[src/rtl/dave_pkg.sv]
// dave_pkg: port addresses, period width and channel count shared by the tone block.
package dave_pkg;
  localparam int NUM_CH = 3;
  localparam int PERIOD_W = 12;
  typedef logic [PERIOD_W-1:0] period_t;
  localparam logic [7:0] PORT_A0 = 8'hA0;
  localparam logic [7:0] PORT_A1 = 8'hA1;
  localparam logic [7:0] PORT_A2 = 8'hA2;
  localparam logic [7:0] PORT_A3 = 8'hA3;
  localparam logic [7:0] PORT_A4 = 8'hA4;
  localparam logic [7:0] PORT_A5 = 8'hA5;
  localparam logic [7:0] PORT_A7 = 8'hA7;
  localparam logic [7:0] PORT_LO [NUM_CH] = '{PORT_A0, PORT_A2, PORT_A4};
  localparam logic [7:0] PORT_HI [NUM_CH] = '{PORT_A1, PORT_A3, PORT_A5};
endpackage

[src/rtl/dave_tones_if.sv]
// dave_tones_if: CPU I/O write bus feeding the tone block.
interface dave_tones_if;
  logic       cecpu;
  logic       iorq;
  logic       wr;
  logic [7:0] a;
  logic [7:0] d;
  modport master (output cecpu, iorq, wr, a, d);
  modport slave  (input  cecpu, iorq, wr, a, d);
endinterface

[src/rtl/dave_tone_channel.sv]
// dave_tone_channel: 12-bit reload down-counter, tone flip-flop and reload pulse.
module dave_tone_channel
  import dave_pkg::*;
(
  input  logic    clock,
  input  logic    reset,
  input  logic    ceirq,
  input  logic    sync,
  input  period_t period,
  output logic    tone,
  output logic    irq
);
  period_t cnt_q, cnt_d;
  logic    tone_q, tone_d, irq_q, irq_d, zero;
  assign zero = cnt_q == '0;
  // sync holds the counter at the period so release restarts a full period
  always_comb begin
    cnt_d  = cnt_q;
    tone_d = tone_q;
    irq_d  = irq_q;
    if (ceirq) begin
      cnt_d  = (sync || zero) ? period : cnt_q - period_t'(1);
      tone_d = sync ? 1'b0 : tone_q ^ zero;
      irq_d  = ~sync & zero;
    end
  end
  always_ff @(posedge clock or negedge reset)
    if (!reset) begin
      cnt_q  <= '0;
      tone_q <= 1'b0;
      irq_q  <= 1'b0;
    end else begin
      cnt_q  <= cnt_d;
      tone_q <= tone_d;
      irq_q  <= irq_d;
    end
  assign tone = tone_q;
  assign irq  = irq_q;
endmodule

[src/rtl/dave_tones.sv]
// dave_tones: three square-wave tone channels programmed through write-only I/O ports.
module dave_tones
  import dave_pkg::*;
(
  input  logic               clock,
  input  logic               reset,
  input  logic               ceirq,
  dave_tones_if.slave        bus,
  output logic [NUM_CH-1:0]  tone,
  output logic               irq0,
  output logic               irq1
);
  period_t           period_q [NUM_CH];
  period_t           period_d [NUM_CH];
  logic              sync_q, sync_d, wr_en;
  logic [NUM_CH-1:0] irq_w;
  assign wr_en = bus.cecpu & ~bus.iorq & ~bus.wr;
  always_comb begin
    period_d = period_q;
    sync_d   = sync_q;
    for (int i = 0; i < NUM_CH; i++) begin
      if (wr_en && bus.a == PORT_LO[i]) period_d[i][7:0]  = bus.d;
      if (wr_en && bus.a == PORT_HI[i]) period_d[i][11:8] = bus.d[3:0];
    end
    if (wr_en && bus.a == PORT_A7) sync_d = bus.d[0];
  end
  always_ff @(posedge clock or negedge reset)
    if (!reset) begin
      for (int i = 0; i < NUM_CH; i++) period_q[i] <= '0;
      sync_q <= 1'b0;
    end else begin
      period_q <= period_d;
      sync_q   <= sync_d;
    end
  // channels see the registered period, so a coincident write affects only later reloads
  for (genvar c = 0; c < NUM_CH; c++) begin : g_ch
    dave_tone_channel u_ch (
      .clock  (clock),
      .reset  (reset),
      .ceirq  (ceirq),
      .sync   (sync_q),
      .period (period_q[c]),
      .tone   (tone[c]),
      .irq    (irq_w[c])
    );
  end
  assign irq0 = irq_w[0];
  assign irq1 = irq_w[1];
endmodule

[src/flat_wrapper.sv]
// flat-port wrapper written by rule: the top's interface ports become plain ports
module dave_tones_flat import dave_pkg::*;
  (clock, reset, ceirq, tone, irq0, irq1, bus_cecpu, bus_iorq, bus_wr, bus_a, bus_d);
  dave_tones_if bus_i ();
  input  logic clock;
  input  logic reset;
  input  logic ceirq;
  output logic [NUM_CH-1:0] tone;
  output logic irq0;
  output logic irq1;
  input wire logic [$bits(bus_i.cecpu)-1:0] bus_cecpu;
  input wire logic [$bits(bus_i.iorq)-1:0] bus_iorq;
  input wire logic [$bits(bus_i.wr)-1:0] bus_wr;
  input wire logic [$bits(bus_i.a)-1:0] bus_a;
  input wire logic [$bits(bus_i.d)-1:0] bus_d;
  assign bus_i.cecpu = bus_cecpu;
  assign bus_i.iorq = bus_iorq;
  assign bus_i.wr = bus_wr;
  assign bus_i.a = bus_a;
  assign bus_i.d = bus_d;
  dave_tones u_core (.clock(clock), .reset(reset), .ceirq(ceirq), .bus(bus_i), .tone(tone), .irq0(irq0), .irq1(irq1));
endmodule
[config.mk]
export PLATFORM = sky130hd
export DESIGN_NAME = dave_tones_flat
export DESIGN_NICKNAME = d
export VERILOG_FILES = /design/src/rtl/dave_pkg.sv /design/src/rtl/dave_tones_if.sv /design/src/rtl/dave_tone_channel.sv /design/src/rtl/dave_tones.sv /design/src/flat_wrapper.sv
export SDC_FILE = /design/constraint.sdc
export NUM_CORES = 1
export LEC_CHECK = 0
export CAP_MARGIN = 40
export CORE_MARGIN = 5
export CORE_UTILIZATION = 59
export CTS_CLUSTER_SIZE = 30
export DETAILED_ROUTE_END_ITERATION = 8
export PLACE_DENSITY = 0.79
export SYNTH_ARGS = -nofsm -noshare
export SYNTH_HDL_FRONTEND = slang
export SYNTH_SLANG_ARGS = --single-unit
[constraint.sdc]
create_clock -name clock -period 1.9 [get_ports clock]
set_input_delay 0.285 -clock clock [delete_from_list [all_inputs] [get_ports clock]]
set_output_delay 0.285 -clock clock [all_outputs]
set_load 0.02 [all_outputs]
==> impl_summary.log, run 1 <==
[metrics] clock net sink count: 78
[metrics] Worst Hold Launch: ceirq
[metrics] filler cell count: 483
[metrics] count of flip-flops with a built-in enable after synthesis: 0
[metrics] DR DRC count: 0
[metrics] RR Endpoint: u_core.g_ch[2].u_ch.cnt_q[0]$_DFFE_PN0P_
[metrics] horizontal extent of the die: 95.35 µm
[metrics] fraction of the cycle the final worst path needs: 98.43%
[metrics] cells taking the most area after synthesis: dfrtp_1 (45%), mux2_2 (7.6%), mux2i_1 (3.3%)
[metrics] DP Wirelength: 6892 µm
[metrics] mean post-synth cell area: 10.77 µm²
[metrics] global route overflow: 0
[metrics] Switching Share: 30.54%
[metrics] most frequent cells in the layout: dfrtp_1 (78), buf_4 (39), mux2_2 (29)
[metrics] maximum root-to-sink buffer count: 2
[metrics] Critical Path RT: 2.14 ns
[metrics] commonest non-fill, non-tap cell in the layout: dfrtp_1
[metrics] maximum clock skew at final layout: 0.01075 ns
[metrics] startpoint of the worst-slack reg-to-reg timing path: u_core.g_ch[2].u_ch.cnt_q[1]$_DFFE_PN0P_
[metrics] CTS buffer count: 9
[metrics] Internal Pwr Total: 3.237 mW
[metrics] Yosys reg bits: 78
[metrics] post-synth top area share: 45.41%
[metrics] DRC marker count from the first detailed-route iteration: 260
[metrics] global routing usage summed across all routing layers: 24.21%
[metrics] final wirelength: 10420 µm
[metrics] total leakage power: 2.405 nW
[metrics] Fmax: 534.7 MHz
[metrics] hold path endpoint: u_core.g_ch[1].u_ch.cnt_q[5]$_DFFE_PN0P_
[metrics] share of the core filled with cells: 73.06%
[metrics] number of routed nets with antenna violations: 0
[metrics] type of origin of the critical path: flip-flop
[metrics] number of H-tree branching levels: 3
[metrics] path class of the lowest-slack min-delay path: input pin to flip-flop
[metrics] Pwr Total: 4.660 mW
[metrics] worst reg2reg setup slack: 0.03 ns
[metrics] number of placement rows: 31
[metrics] CP arrival: 2.11 ns
[metrics] Post-Synthesis Cells: 399
[metrics] sequential group share of total power: 47.0%
[metrics] most frequently used flop master after synthesis: dfrtp_1
[metrics] hold violation total from the final report: 0
[metrics] Post-layout nets: 487
[metrics] clock group share of total power: 32.1%
[metrics] starting density of the core: 59.90%
[metrics] Power per Cell Area: 888.8 nW/µm²
[metrics] Worst Setup Path Type: flip-flop to flip-flop
[metrics] Core Region: 7176 µm²
[metrics] final weighted congestion in routability-driven placement: 0.8574
[metrics] Die Y: 95.35 µm
[metrics] Worst Reg-to-Reg Cells: 6
[metrics] part of the total power dissipated in combinational logic: 20.9%
[metrics] max-capacitance violation count: 0
[metrics] slew of the pin with the lowest slew margin: 0.5651 ns
[metrics] Max Fanout on Critical Path: 7
[metrics] clock root cell: clkbuf_8
[metrics] maximum number of pins on one net before global-route repair: 79
[metrics] die outline area: 9092 µm²
[metrics] first-pass GRT wire length: 16970 µm
[metrics] pins over their slew limit: 0
[metrics] synthesized net count: 427
[metrics] async set-reset flop share out of synthesis: 100.0%
[metrics] Reg clk slew, reported paths: 0.08 ns
[metrics] Max IR drop VDD: 0.0005256 V
[metrics] remaining max-slew budget at the tightest pin: 62.04%
[metrics] io pins: 27
[metrics] status: completed
[metrics] number of vias after detailed routing: 3611
[metrics] YS warnings: 0
[metrics] endpoint kind of the worst setup timing path: flip-flop
[metrics] antenna cells: 0
[metrics] minimum clock period after layout: 1.870 ns
[metrics] IO Port Bufs: 26
[metrics] via/cell ratio: 6.425
[metrics] mapped cell area: 4298 µm²
[metrics] 1st-pass router iterations: 5
[metrics] share of layout cells above drive strength 1: 26.57%
[metrics] clock network latency to the later pin of the worst-skew pair: 0.35 ns
[metrics] via count of the first global-routing pass: 3461
[metrics] top cell type by total area after synthesis: dfrtp_1
[metrics] number of distinct library cells after synthesis: 62
[metrics] depth of the worst hold-timing path: 3
[metrics] post-detailed-route wirelength per cell: 18.54 µm
[metrics] TritonCTS clock tree: done
[metrics] area added between synthesis and finish: 21.98%
[metrics] proportion of synthesized chip area in sequential cells: 45.41%
[metrics] antenna violations before repair: 0
[metrics] Final setup violation count: 0
[metrics] Switch Pwr: 1.423 mW
what timing repair did:
action	in CTS	in global routing
gates cloned	0	2
buffers inserted	0	3
endpoints found under the setup margin	2	19
gates resized for setup	2	11
hold buffers	1	0
hold endpoints to repair	78	0
pin swaps	0	0
final cells by class:
type	count	area, µm²	share of cell area [%]
timing repair buffer	71	620.6	11.84
inverter	20	75.07	1.432
multi-input combinational	279	2235	42.63
tap	99	123.9	2.363
clock buffer	11	141.4	2.697
sequential	78	1952	37.23
clock inverter	4	95.09	1.814
sequential cells by signal, indices dropped and copies added, names as in the netlist:
| name | flops |
|---|---|
| u_core.sync_q | 1 |
| u_core.g_ch.u_ch.irq | 2 |
| u_core.period_q | 36 |
| u_core.g_ch.u_ch.cnt_q | 36 |
| u_core.g_ch.u_ch.tone | 3 |
metal layers:
| metal | GRT usage [%] | share of wire (%) |
|---|---|---|
| met5 | 0 | 0 |
| met1 | 33.18 | 44 |
| met3 | 4.657 | 5.3 |
| met4 | 8.894 | 2.3 |
| met2 | 38.31 | 48 |
logic make-up after synthesis:
logic type / synth area share, %
DFF: 45.41
muxes: 13.65
AOI/OAI and AO/OA: 15.17
buffers and inverters: 4.221
and+or+nand+nor: 19.80
adders and majority gates: 1.747
critical path, stage by stage (launching register included):
cell and delay [ns]:
dfrtp_1 0.41, inv_1 0.09, ha_1 0.21, nor3b_2 0.32, a31oi_4 0.17, buf_2 0.21
a311o_1 0.35
power by group through the flow:
stage	Clock [mW]	Sequential [mW]	Combinational [mW]
finish	1.50	2.19	0.974
global route	1.58	2.23	1.08
CTS	1.52	2.18	0.896
detailed placement	0	2.21	0.881
global placement	0	2.19	0.847
floorplan	0	2.11	0.627
cells in the mapped netlist (4+ instances only):
library cell and number:
dfrtp_1 78, mux2_2 29, nand3_1 28, nor2_1 28
a21oi_1 25, inv_1 20, mux2i_1 14, nand2_1 14
a2bb2oi_1 13, nand4_1 13, clkbuf_1 11, o21ai_0 11
mux2_4 8, ha_1 6, nor3_1 6, o2bb2ai_1 6
a31oi_1 5, nor3b_1 5, and3_1 4, buf_2 4
o2111ai_1 4, or3_1 4, or4_1 4
stage by stage:
stage          worst slack [ns]  hold slack (ns)  cells  TNS (ns)  area, µm²
2_1_floorplan            0.1314         -0.01059    399         0       4298
3_3_place_gp            -0.2260           0.3395    541    -6.269       4892
3_5_place_dp            -0.3146           0.3427    541    -7.559       4892
4_1_cts                0.007359           0.4090    557         0       5152
5_1_grt                -0.04881           0.4279    562   -0.1340       5243
6_report                0.02975           0.4191    562         0       5243
worst max path at each step:
stage                                                   from                                        to  slack, ns  depth (start not counted)
floorplan           u_core.g_ch[1].u_ch.cnt_q[0]$_DFFE_PN0P_  u_core.g_ch[1].u_ch.cnt_q[9]$_DFFE_PN0P_       0.13                          7
global placement                                    bus_a[6]           u_core.period_q[15]$_DFFE_PN0P_      -0.23                          6
detailed placement                                  bus_a[6]           u_core.period_q[18]$_DFFE_PN0P_      -0.31                          6
CTS                 u_core.g_ch[2].u_ch.cnt_q[1]$_DFFE_PN0P_  u_core.g_ch[2].u_ch.cnt_q[7]$_DFFE_PN0P_      0.007                          7
global route        u_core.g_ch[1].u_ch.cnt_q[0]$_DFFE_PN0P_  u_core.g_ch[1].u_ch.cnt_q[8]$_DFFE_PN0P_      -0.05                          6
finish              u_core.g_ch[2].u_ch.cnt_q[1]$_DFFE_PN0P_  u_core.g_ch[2].u_ch.cnt_q[0]$_DFFE_PN0P_       0.03                          6
Power figures use the tool's default switching activity.
==> run 2: changes to the inputs <==
--- a/config.mk
+++ b/config.mk
@@ -11,6 +11,7 @@
 export CTS_CLUSTER_SIZE = 30
 export DETAILED_ROUTE_END_ITERATION = 8
 export PLACE_DENSITY = 0.79
+export RECOVER_POWER = 25
 export SYNTH_ARGS = -nofsm -noshare
 export SYNTH_HDL_FRONTEND = slang
 export SYNTH_SLANG_ARGS = --single-unit
==> impl_summary.log, run 2 (synthesis gave the netlist of run 1 again) <==
[metrics] Worst Setup Path Type: flip-flop to flip-flop
[metrics] share of layout cells above drive strength 1: 26.57% (unchanged)
[metrics] depth of the worst hold-timing path: 3 (unchanged)
[metrics] Hold WS: 0.4174 ns (-0.001711 ns)
[metrics] path class of the lowest-slack min-delay path: input pin to flip-flop
[metrics] global routing usage summed across all routing layers: 24.21% (unchanged)
[metrics] IO Port Bufs: 26 (unchanged)
[metrics] DR DRC count: 0 (unchanged)
[metrics] number of H-tree branching levels: 3 (unchanged)
[metrics] share of the core filled with cells: 72.89% (-0.17 points)
[metrics] pins over their slew limit: 0 (unchanged)
[metrics] clock root cell: clkbuf_8
[metrics] via count of the first global-routing pass: 3461 (unchanged)
[metrics] final wirelength: 10420 µm (about the same)
[metrics] worst reg2reg setup slack: 0.03 ns (about the same)
[metrics] clock net sink count: 78 (unchanged)
[metrics] global route overflow: 0 (unchanged)
[metrics] via/cell ratio: 6.418 (-0.11%)
[metrics] RR Endpoint: u_core.g_ch[2].u_ch.cnt_q[0]$_DFFE_PN0P_
[metrics] Fmax: 534.7 MHz (about the same)
[metrics] type of origin of the critical path: flip-flop
[metrics] 1st-pass router iterations: 5 (unchanged)
[metrics] number of placement rows: 31 (unchanged)
[metrics] starting density of the core: 59.90% (unchanged)
[metrics] CP arrival: 2.11 ns (about the same)
[metrics] Area after DPL: 4892 µm² (unchanged)
[metrics] Post-layout nets: 487 (unchanged)
[metrics] Core Region: 7176 µm² (unchanged)
[metrics] Max IR drop VDD: 0.0005256 V (about the same)
[metrics] die outline area: 9092 µm² (unchanged)
[metrics] Worst Hold Launch: ceirq
[metrics] most frequent cells in the layout: dfrtp_1 (78), buf_4 (38), mux2_2 (29)
[metrics] filler cell count: 485 (+0.41%)
[metrics] final weighted congestion in routability-driven placement: 0.8574 (unchanged)
[metrics] status: completed
[metrics] hold path endpoint: u_core.g_ch[1].u_ch.cnt_q[5]$_DFFE_PN0P_
[metrics] final sum of negative setup slack: 0 ns (unchanged)
[metrics] non-filler instance count after layout: 562 (unchanged)
[metrics] maximum root-to-sink buffer count: 2 (unchanged)
[metrics] CTS buffer count: 9 (unchanged)
[metrics] antenna cells: 0 (unchanged)
[metrics] remaining max-slew budget at the tightest pin: 28.89% (-33 points)
[metrics] max-capacitance violation count: 0 (unchanged)
[metrics] Reg clk slew, reported paths: 0.08 ns (about the same)
[metrics] area of all placed cells without fillers: 5230 µm² (-0.24%)
[metrics] Critical Path RT: 2.14 ns (about the same)
[metrics] Worst Reg-to-Reg Cells: 6 (unchanged)
[metrics] area added between synthesis and finish: 21.69%
[metrics] io pins: 27 (unchanged)
[metrics] first-pass GRT wire length: 16970 µm (unchanged)
[metrics] number of vias after detailed routing: 3607 (-0.11%)
[metrics] slew of the pin with the lowest slew margin: 1.067 ns (+0.5016 ns)
[metrics] commonest non-fill, non-tap cell in the layout: dfrtp_1
[metrics] maximum number of pins on one net before global-route repair: 79 (unchanged)
[metrics] Max Fanout on Critical Path: 7 (unchanged)
[metrics] DP Wirelength: 6892 µm (unchanged)
[metrics] maximum clock skew at final layout: 0.01113 ns (+0.0003774 ns)
[metrics] Final setup violation count: 0 (unchanged)
[metrics] Placed Cells: 541 (unchanged)
[metrics] fraction of the cycle the final worst path needs: 98.43% (about the same)
[metrics] DRC marker count from the first detailed-route iteration: 260 (unchanged)
[metrics] Power per Cell Area: 890.3 nW/µm² (+0.17%)
[metrics] clock network latency to the later pin of the worst-skew pair: 0.35 ns (about the same)
[metrics] Die Y: 95.35 µm (unchanged)
[metrics] startpoint of the worst-slack reg-to-reg timing path: u_core.g_ch[2].u_ch.cnt_q[1]$_DFFE_PN0P_
[metrics] antenna violations before repair: 0 (unchanged)
[metrics] number of routed nets with antenna violations: 0 (unchanged)
[metrics] minimum clock period after layout: 1.870 ns (-0.0000002000 ns)
[metrics] post-detailed-route wirelength per cell: 18.53 µm (about the same)
[metrics] horizontal extent of the die: 95.35 µm (unchanged)
[metrics] TritonCTS clock tree: done
[metrics] total leakage power: 2.400 nW (-0.21%)
[metrics] endpoint kind of the worst setup timing path: flip-flop
[metrics] hold violation total from the final report: 0 (unchanged)
==> run 2: cell types whose count changed in the layout (fill, tap and decap cells not counted), sizes merged <==
cell	change
buf	-2
clkbuf	+2
==> run 2: critical path, stage by stage (launching register included) <==
cell and delay (ns):
dfrtp_1 0.41, inv_1 0.09, ha_1 0.21, nor3b_2 0.32, a31oi_4 0.17, buf_2 0.21, a311o_1 0.35
==> run 2: where the power goes <==
group,leakage (nW),internal [mW],total (mW),switching [mW]
combinational,1.30,0.464,0.969,0.505
sequential,0.980,1.87,2.19,0.322
clock,0.119,0.900,1.50,0.596
total,2.40,3.23,4.66,1.42
==> run 2: metal layers <==
metal	vias up	share of wire [%]	GRT usage, %
met2	146	48	38.31
met4	0	2.3	8.894
met3	26	5.2	4.657
met1	1809	44	33.18
li1	1626	-	-
met5	-	0	0
==> run 2: layout make-up <==
class	instances	area [µm²]	share of cell area, %
Clock buffer	11	141.4	2.703
Clock inverter	4	95.09	1.818
Sequential cell	78	1952	37.32
Tap cell	99	123.9	2.368
Timing Repair Buffer	71	608.1	11.63
Multi-Input combinational cell	279	2235	42.73
Inverter	20	75.07	1.435
==> run 2: worst max-delay path by stage <==
stage,from,endpoint,slack (ns),cells past startpoint
5_1_grt,u_core.g_ch[1].u_ch.cnt_q[0]$_DFFE_PN0P_,u_core.g_ch[1].u_ch.cnt_q[8]$_DFFE_PN0P_,-0.05,6
3_3_place_gp,bus_a[6],u_core.period_q[15]$_DFFE_PN0P_,-0.23,6
4_1_cts,u_core.g_ch[2].u_ch.cnt_q[1]$_DFFE_PN0P_,u_core.g_ch[2].u_ch.cnt_q[7]$_DFFE_PN0P_,0.007,7
2_1_floorplan,u_core.g_ch[1].u_ch.cnt_q[0]$_DFFE_PN0P_,u_core.g_ch[1].u_ch.cnt_q[9]$_DFFE_PN0P_,0.13,7
3_5_place_dp,bus_a[6],u_core.period_q[18]$_DFFE_PN0P_,-0.31,6
6_report,u_core.g_ch[2].u_ch.cnt_q[1]$_DFFE_PN0P_,u_core.g_ch[2].u_ch.cnt_q[0]$_DFFE_PN0P_,0.03,6
==> run 2: through the flow <==
step / setup slack, ns / power, mW
floorplan: 0.1314 / 2.740
detailed placement: -0.3146 / 3.086
CTS: 0.007359 / 4.594
global route: -0.04881 / 4.886
finish: 0.02975 / 4.656
global placement: -0.2260 / 3.039
==> run 2: timing repair <==
action | CTS | global route
cloned | 0 | 2
hold buffers | 1 | 0
setup endpoints to repair | 2 | 19
resized for setup | 2 | 11
buffers inserted | 0 | 3
endpoints found under the hold margin | 78 | 0
==> run 3: changes to the inputs <==
--- a/config.mk
+++ b/config.mk
@@ -6,12 +6,14 @@
 export NUM_CORES = 1
 export LEC_CHECK = 0
 export CAP_MARGIN = 40
-export CORE_MARGIN = 5
+export CORE_MARGIN = 8
 export CORE_UTILIZATION = 59
 export CTS_CLUSTER_SIZE = 30
 export DETAILED_ROUTE_END_ITERATION = 8
+export GPL_TIMING_DRIVEN = 0
 export PLACE_DENSITY = 0.79
 export RECOVER_POWER = 25
 export SYNTH_ARGS = -nofsm -noshare
 export SYNTH_HDL_FRONTEND = slang
 export SYNTH_SLANG_ARGS = --single-unit
+export TNS_END_PERCENT = 100
==> impl_summary.log, run 3 (synthesis gave the netlist of run 1 again) <==
[metrics] Die Y: 101.4 µm (+6.3%)
[metrics] maximum number of pins on one net before global-route repair: 47 (-41%)
[metrics] Fmax: 544.3 MHz (+1.8%)
[metrics] Hold WS: 0.4743 ns (+0.05690 ns)
[metrics] CTS buffer count: 9 (unchanged)
[metrics] io pins: 27 (unchanged)
[metrics] remaining max-slew budget at the tightest pin: 39.15% (+10 points)
[metrics] DRC marker count from the first detailed-route iteration: 286 (+10%)
[metrics] CP max-delay cell: or4_4
[metrics] Critical Path RT: 2.14 ns (about the same)
[metrics] CP arrival: 2.08 ns (-0.03 ns)
[metrics] cell breakdown of the critical path: buf_2 -> or4_4 -> o31ai_1 -> a21oi_1 -> a211o_1
[metrics] share of the core filled with cells: 72.72% (-0.16 points)
[metrics] TritonCTS clock tree: done
[metrics] Reg clk slew, reported paths: 0.09 ns (about the same)
[metrics] clock root cell: clkbuf_8
[metrics] pins over their slew limit: 0 (unchanged)
[metrics] commonest non-fill, non-tap cell in the layout: dfrtp_1
[metrics] Final setup violation count: 0 (unchanged)
[metrics] IO Port Bufs: 25 (-3.8%)
[metrics] share of layout cells above drive strength 1: 25.38% (-1.2 points)
[metrics] Pwr Total: 4.582 mW (-1.6%)
[metrics] stage delay of the slowest cell on the critical path: 0.57 ns (+0.16 ns)
[metrics] number of routed nets with antenna violations: 0 (unchanged)
[metrics] path class of the lowest-slack min-delay path: input pin to flip-flop
[metrics] Core Region: 7137 µm² (-0.54%)
[metrics] horizontal extent of the die: 101.4 µm (+6.3%)
[metrics] slew of the pin with the lowest slew margin: 0.9128 ns (-0.1539 ns)
[metrics] die outline area: 10270 µm² (+13%)
[metrics] via/cell ratio: 6.595 (+2.8%)
[metrics] global routing usage summed across all routing layers: 23.30% (-0.91 points)
[metrics] number of vias after detailed routing: 3667 (+1.7%)
[metrics] starting density of the core: 60.22% (+0.33 points)
[metrics] fraction of the cycle the final worst path needs: 96.70% (-1.7 points)
[metrics] non-filler instance count after layout: 556 (-1.1%)
[metrics] post-detailed-route wirelength per cell: 20.66 µm (+11%)
[metrics] area of all placed cells without fillers: 5190 µm² (-0.77%)
[metrics] Power per Cell Area: 882.9 nW/µm² (-0.83%)
[metrics] final weighted congestion in routability-driven placement: 0.8937 (+4.2%)
[metrics] most frequent cells in the layout: dfrtp_1 (78), mux2_2 (29), nor2_1 (28), nand3_1 (28), a21oi_1 (25)
[metrics] antenna cells: 0 (unchanged)
[metrics] endpoint kind of the worst setup timing path: flip-flop
[metrics] number of placement rows: 31 (unchanged)
[metrics] area added between synthesis and finish: 20.76%
[metrics] hold violation total from the final report: 0 (unchanged)
[metrics] Max IR drop VDD: 0.0005114 V (-2.7%)
[metrics] Post-layout nets: 480 (-1.4%)
[metrics] maximum clock skew at final layout: 0.009535 ns (-0.001596 ns)
[metrics] Placed Cells: 524 (-3.1%)
[metrics] final wirelength: 11490 µm (+10%)
[metrics] status: completed
[metrics] minimum clock period after layout: 1.837 ns (-0.03298 ns)
[metrics] type of origin of the critical path: flip-flop
[metrics] total leakage power: 2.345 nW (-2.3%)
[metrics] maximum root-to-sink buffer count: 2 (unchanged)
[metrics] unrepaired setup endpoints after global routing: yes
[metrics] DR DRC count: 0 (unchanged)
[metrics] clock net sink count: 78 (unchanged)
[metrics] via count of the first global-routing pass: 3563 (+2.9%)
[metrics] Worst Setup Path Type: flip-flop to flip-flop
[metrics] max-capacitance violation count: 0 (unchanged)
[metrics] DP Wirelength: 7591 µm (+10%)
[metrics] Max Fanout on Critical Path: 8 (+1)
[metrics] worst slack, placed: -0.3992 ns (-0.08464 ns)
[metrics] Area after DPL: 4697 µm² (-4.0%)
[metrics] clock network latency to the later pin of the worst-skew pair: 0.35 ns (about the same)
[metrics] first-pass GRT wire length: 18570 µm (+9.5%)
[metrics] antenna violations before repair: 0 (unchanged)
[metrics] global route overflow: 0 (unchanged)
[metrics] 1st-pass router iterations: 4 (-1)
[metrics] least setup slack across all paths after layout: 0.06272 ns (+0.03298 ns)
[metrics] final sum of negative setup slack: 0 ns (unchanged)
[metrics] number of H-tree branching levels: 3 (unchanged)
run 3: timing repair:
item	in CTS	in global routing
pin swaps	4	5
endpoints found under the hold margin	32	0
gates resized for setup	8	33
cloned	0	1
hold buffers	1	0
buffers inserted	9	5
setup endpoints to repair	37	49
run 3: report_power, final:
group / total (mW) / switching [mW] / leakage (nW) / internal (mW)
clock network: 1.39 / 0.617 / 0.110 / 0.774
logic: 0.991 / 0.548 / 1.26 / 0.443
registers: 2.20 / 0.333 / 0.980 / 1.87
run 3: worst max-delay path, delay by kind of cell, from the launching register on:
kind                   cells  cell delay [ns]
AO/OA/AOI/OAI              3             0.62
AND/OR/NAND/NOR            1             0.57
flip-flops                 1             0.36
buffers and inverters      1             0.17
run 3: path summary, 6_finish.rpt:
path / from / slack (ns) / to / cells past startpoint
setup / recovery: u_core.g_ch[0].u_ch.cnt_q[2]$_DFFE_PN0P_ / 0.06 / u_core.g_ch[0].u_ch.cnt_q[9]$_DFFE_PN0P_ / 5
max in group asynchronous: reset / 0.58 / u_core.period_q[20]$_DFFE_PN0P_ / 3
setup reg to reg: u_core.g_ch[0].u_ch.cnt_q[2]$_DFFE_PN0P_ / 0.06 / u_core.g_ch[0].u_ch.cnt_q[9]$_DFFE_PN0P_ / 5
hold reg to reg: u_core.g_ch[1].u_ch.irq$_DFFE_PN0P_ / 0.48 / u_core.g_ch[1].u_ch.irq$_DFFE_PN0P_ / 1
min in group asynchronous: reset / 0.59 / u_core.g_ch[0].u_ch.cnt_q[1]$_DFFE_PN0P_ / 2
hold / removal: ceirq / 0.47 / u_core.g_ch[1].u_ch.cnt_q[11]$_DFFE_PN0P_ / 4
run 3: cell type report:
class                   instances  area [µm²]
clock buffers                  12       145.1
repair buffers                 42       392.9
inverters                      20       75.07
plain buffers                  22       127.6
fillers                       508        1947
clock inverters                 4       70.07
well taps                      99       123.9
flip-flops and latches         78        1952
multi-input cells             279        2303
run 3: layer usage:
layer  vias up  wire [µm]  global-route usage, %
li1       1615          -                      -
met1      1818       4852                  31.70
met2       198       5378                  35.78
met3        36        884                  4.330
met4         0        371                  9.393
met5         -          0                      0
